## src/rtl/jk_bank_arbiter.sv

```systemverilog
// ============================================================================
// jk_bank_arbiter : round-robin arbiter sharing one JK flip-flop bank among
//                   NREQ requesters (IDLE -> DRIVE -> RESP, one command / 3 clk)
// Revision        : 1.0
// ============================================================================
`default_nettype none

module jk_bank_arbiter #(
  parameter int NREQ = 4,
  parameter int IDW  = 2,
  parameter int NFF  = 6,
  parameter int IDXW = 3
) (
  input  logic                 clk,
  input  logic                 rst,
  input  logic [NREQ-1:0]      req_valid,
  input  logic [2*NREQ-1:0]    req_op,
  input  logic [IDXW*NREQ-1:0] req_idx,
  output logic [NREQ-1:0]      req_ready,
  output logic [NFF-1:0]       ff_j,
  output logic [NFF-1:0]       ff_k,
  input  logic [NFF-1:0]       ff_q,
  output logic                 rsp_valid,
  output logic [IDW-1:0]       rsp_id,
  output logic                 rsp_q,
  output logic                 rsp_err,
  output logic                 busy
);

  typedef enum logic [1:0] {
    S_IDLE  = 2'd0,
    S_DRIVE = 2'd1,
    S_RESP  = 2'd2
  } state_t;

  state_t          r_state;
  logic [IDW-1:0]  r_ptr;
  logic [IDW-1:0]  r_id;
  logic [IDXW-1:0] r_idx;
  logic            r_bad;
  logic [NFF-1:0]  r_ff_j;
  logic [NFF-1:0]  r_ff_k;
  logic            r_rsp_valid;
  logic [IDW-1:0]  r_rsp_id;
  logic            r_rsp_err;
  logic            r_busy;

  logic            w_any;
  logic [IDW-1:0]  w_win;
  logic [1:0]      w_op;
  logic [IDXW-1:0] w_idx;
  logic [NFF-1:0]  w_hot;
  logic            w_q;

  // Lowest valid index overall, overridden by the lowest valid at/after the pointer.
  always_comb begin
    w_any = 1'b0;
    w_win = '0;
    for (int i = NREQ - 1; i >= 0; i--) begin
      if (req_valid[i]) begin
        w_any = 1'b1;
        w_win = IDW'(i);
      end
    end
    for (int i = NREQ - 1; i >= 0; i--) begin
      if (req_valid[i] && (IDW'(i) >= r_ptr)) begin
        w_win = IDW'(i);
      end
    end
  end

  always_comb begin
    w_op  = '0;
    w_idx = '0;
    for (int i = 0; i < NREQ; i++) begin
      if (w_win == IDW'(i)) begin
        w_op  = req_op[2*i +: 2];
        w_idx = req_idx[IDXW*i +: IDXW];
      end
    end
  end

  // An out-of-range index matches no flop, so it drives nothing and reads 0.
  always_comb begin
    w_hot = '0;
    w_q   = 1'b0;
    for (int f = 0; f < NFF; f++) begin
      w_hot[f] = (w_idx == IDXW'(f));
      if (r_idx == IDXW'(f)) begin
        w_q = ff_q[f];
      end
    end
  end

  always_comb begin
    req_ready = '0;
    for (int i = 0; i < NREQ; i++) begin
      req_ready[i] = (r_state == S_IDLE) && !rst && w_any && (w_win == IDW'(i));
    end
  end

  always_ff @(posedge clk or posedge rst) begin
    if (rst) begin
      r_state     <= S_IDLE;
      r_ptr       <= '0;
      r_id        <= '0;
      r_idx       <= '0;
      r_bad       <= 1'b0;
      r_ff_j      <= '0;
      r_ff_k      <= '0;
      r_rsp_valid <= 1'b0;
      r_rsp_id    <= '0;
      r_rsp_err   <= 1'b0;
      r_busy      <= 1'b0;
    end else begin
      case (r_state)
        S_IDLE: begin
          if (w_any) begin
            r_id    <= w_win;
            r_idx   <= w_idx;
            r_bad   <= ~|w_hot;
            r_ptr   <= (w_win == IDW'(NREQ - 1)) ? '0 : w_win + 1'b1;
            r_ff_j  <= w_op[1] ? w_hot : '0;
            r_ff_k  <= w_op[0] ? w_hot : '0;
            r_busy  <= 1'b1;
            r_state <= S_DRIVE;
          end
        end
        S_DRIVE: begin
          r_ff_j      <= '0;
          r_ff_k      <= '0;
          r_rsp_valid <= 1'b1;
          r_rsp_id    <= r_id;
          r_rsp_err   <= r_bad;
          r_state     <= S_RESP;
        end
        S_RESP: begin
          r_rsp_valid <= 1'b0;
          r_rsp_id    <= '0;
          r_rsp_err   <= 1'b0;
          r_busy      <= 1'b0;
          r_state     <= S_IDLE;
        end
        default: begin
          r_state <= S_IDLE;
        end
      endcase
    end
  end

  assign ff_j      = r_ff_j;
  assign ff_k      = r_ff_k;
  assign rsp_valid = r_rsp_valid;
  assign rsp_id    = r_rsp_id;
  assign rsp_err   = r_rsp_err;
  // The bank updates on the DRIVE->RESP edge, so Q is read live during RESP.
  assign rsp_q     = r_rsp_valid & w_q;
  assign busy      = r_busy;

endmodule

`default_nettype wire

```

## config.mk

```make
export PLATFORM = sky130hd
export DESIGN_NAME = jk_bank_arbiter
export DESIGN_NICKNAME = d
export VERILOG_FILES = /design/src/rtl/jk_bank_arbiter.sv
export SDC_FILE = /design/constraint.sdc
export NUM_CORES = 1
export LEC_CHECK = 0
export CORE_MARGIN = 4
export CORE_UTILIZATION = 48
export DETAILED_ROUTE_END_ITERATION = 12
export HOLD_SLACK_MARGIN = 0.03
export PLACE_DENSITY = 0.84
export SLEW_MARGIN = 20
export SYNTH_ARGS = -nofsm -noshare
export SYNTH_HDL_FRONTEND = slang
export SYNTH_SLANG_ARGS = --single-unit
```

## constraint.sdc

```tcl
create_clock -name clk -period 4.25 [get_ports clk]
set_input_delay 0.6375 -clock clk [delete_from_list [all_inputs] [get_ports clk]]
set_output_delay 0.6375 -clock clk [all_outputs]
set_load 0.01 [all_outputs]
```

==> impl_results.md <==
* Top cells by count, synth: 27 x dfrtp_1, 13 x inv_1, 12 x a32o_1
* WS Path Type: in -> out
* Routability cong. at ~0.85
* Fin. Hold Viols at 0
* Min Tclk post-route at 3.74 ns
* Largest net degree at the start of global routing at 28
* # IOs at 54
* Initial Util at 50.9%
* Worst EP arrival at 3.10 ns
* Core area at 3080 um^2
* Max cap viols at 0
* Avg Cell Area, Syn at 10.9 um^2
* First-pass GRT wire length at 6330 um
* Synth area leaders: dfrtp_1 43%, a32o_1 7.7%, ha_1 6.4%
* Overall Power at 1.34 mW
* Synth area leader: dfrtp_1
* Vias per cell at 5.59
* F_max at 267 MHz
* Sequential fraction of the synthesis area at 43.2%
* Unrepaired setup endpoints after global routing: false
* Hold_buf cts at 0
* Async SR Flop Fraction at 100%
* Commonest register cell after synthesis: dfrtp_1
* Clk buf depth at 2
* Total congestion overflow at 0
* Die height at 65.1 um
* Syn Nets at 184
* Clk root buf: clkbuf_4
* Post-synth top area share at 43.2%
* Most common cell in the netlist: dfrtp_1
* CP cell instances: clkdlybuf4s50_1, nand2b_1, a21oi_1, a211o_1, inv_1, ha_1, and2_1, clkdlybuf4s50_1
* # fillers at 236
* Rel. slew slack at 45.1%
* Pre-CTS setup slack at ~0.53 ns
* DP Wirelength at 3040 um
* Antenna-violating nets left at 0
* Final Skew at 0.00575 ns
* DRT iter0 DRCs at 59
* Startpoint Class: input pin
* TritonCTS clock tree: yes
* Setup TNS Final at 0 ns
* HP Class: reg -> reg
* Setup WS post-layout at 0.510 ns
* Port buffer count at 53
* P_leak at about 0.92 nW
* Total GRT Usage at 18.8%
* Outcome: finished, final reports clean
* Residual DRC at 0
* Post-synth EDFFs at 0
* Vias in the first global route at 1,393
* Crit path top cell by count: clkdlybuf4s50_1
* Site row count at 20
* Wire per inst at between 15 and 20 um
* Power Density at approximately 620 nW/um^2
* Worst-Margin Slew at 0.818 ns
* Worst skew pair latency at approximately 0.32 ns
* Clock Pin Slew Worst Setup and Hold Paths at around 0.15 ns
* Vias after detailed routing at about 1,300
* CP Data Required Time at 3.61 ns
* Layout area overhead at 37.7%
* DR pass1 iterations at 7
* Flops & latches, synth at 27
* H-tree levels at 1
* Setup bufs post-CTS at 0
* Biggest cell delay along the critical path at 0.59 ns
* Slew Viols, Final at 0
* Post-Synthesis Cells at 144
* WP buf/inv at 3
* Final #Nets at 238
* Count of cell types in the netlist at 37
* Die Width at around 65 um
* Period utilization at 88.0%
* Die Area at roughly 4200 um^2
* Post-cts resize count at 0
* CP max FO at 15
* Peak supply drop at between 0.0002 and 0.0003 V
* CP max stage cell: clkdlybuf4s50_1
* Post-Syn Area at 1570 um^2
* Diode count at 0
* Initial antenna violation count at 0
* Routed WL at 3800 um
* Final non-filler cell total at between 200 and 250
* Inst Count DP at 237
* Layout cells sized above 1 at 9.14%
* Ys Warns at 0
* Crit-path leading delay family: buffers and inverters
* TritonCTS Sinks at 27
* Final setup vio count at 0
* CP Capture Type: output pin
* CTS buffer count at 3
sequential cells by signal, indices dropped and copies added (netlist names):
| register | count |
|---|---|
| ff_j | 6 |
| rsp_valid | 1 |
| ff_k | 6 |
| r_ptr | 2 |
| r_state | 2 |
| rsp_err | 1 |
| rsp_id | 2 |
| r_idx | 3 |
| busy | 1 |
| r_bad | 1 |
| r_id | 2 |
placed cells by master (no fill, tap or decap), types with 2 or more instances in the layout:
cell             Yosys  layout
a211o_1              3       3
a211oi_1             2       2
a21oi_1              7       7
a221o_1              3       3
a22o_1               2       2
a22oi_2              2       2
a32o_1              12      12
and2_1               4       4
clkbuf_4             0       3
clkdlybuf4s50_1      0      53
dfrtp_1             27      27
ha_1                 8       8
inv_1               13      12
mux2_2               2       2
mux2i_1              3       3
nand2_1             11      11
nand2b_1             3       3
nor2_1               4       4
nor2b_1              6       6
nor3b_1              2       2
o21ai_0              9       8
o21ai_1              1       2
o22ai_1              3       3
metrics by stage:
stage | instance area, um^2 | utilization (%) | hold WS, ns
after floorplan | 1570 | - | 0.449
after global placement | 2130 | 69.1 | 0.462
after global routing | 2150 | 70.0 | 0.533
after CTS | 2150 | 70.0 | 0.508
final | 2150 | 70.0 | 0.510
after detailed placement | 2130 | 69.1 | 0.476
path summary, 6_finish.rpt:
path	from	endpoint	slack, ns	cells past startpoint
max	req_valid[1]	req_ready[3]	0.51	8
min	ff_k[4]$_DFFE_PP0P_	ff_k[4]$_DFFE_PP0P_	0.51	1
max reg2reg	r_ptr[0]$_DFFE_PP0P_	ff_j[0]$_DFFE_PP0P_	1.48	9
min reg2reg	ff_k[4]$_DFFE_PP0P_	ff_k[4]$_DFFE_PP0P_	0.51	1
max in group asynchronous	rst	rsp_id[0]$_DFFE_PP0P_	3.18	2
min in group asynchronous	rst	ff_j[1]$_DFFE_PP0P_	0.70	2
layout make-up:
cell class | count | area [um^2] | share of cell area [%]
multi-input cells | 99 | 810 | 37.6
inverters | 13 | 48.8 | 2.26
clock inverters | 1 | 5.00 | 0.232
flip-flops and latches | 27 | 676 | 31.4
repair buffers | 54 | 538 | 25.0
well taps | 44 | 55.1 | 2.56
clock buffers | 3 | 22.5 | 1.05
per-layer routing:
layer  part of all wire, %  global-route usage, %  up-vias
met1                    40                   22.7      650
met5                     0                      0        -
met3                   7.3                   3.93        4
li1                      -                      -      637
met4                   1.5                   6.74        0
met2                    52                   33.0       55
cell families after synthesis:
family / Yosys count / synth area share, %
compound gates: 47 / 24.3
fa+ha+maj: 8 / 6.40
buf+inv: 18 / 5.12
flops: 27 / 43.2
mux: 6 / 4.80
simple gates: 38 / 16.2
report_power, final:
group          internal [mW]  switching [mW]  total (mW)
Sequential             0.350          0.0617       0.412
Clock                 0.0352          0.0757       0.111
Combinational          0.383           0.431       0.813
(Power assumes the default switching activity.)
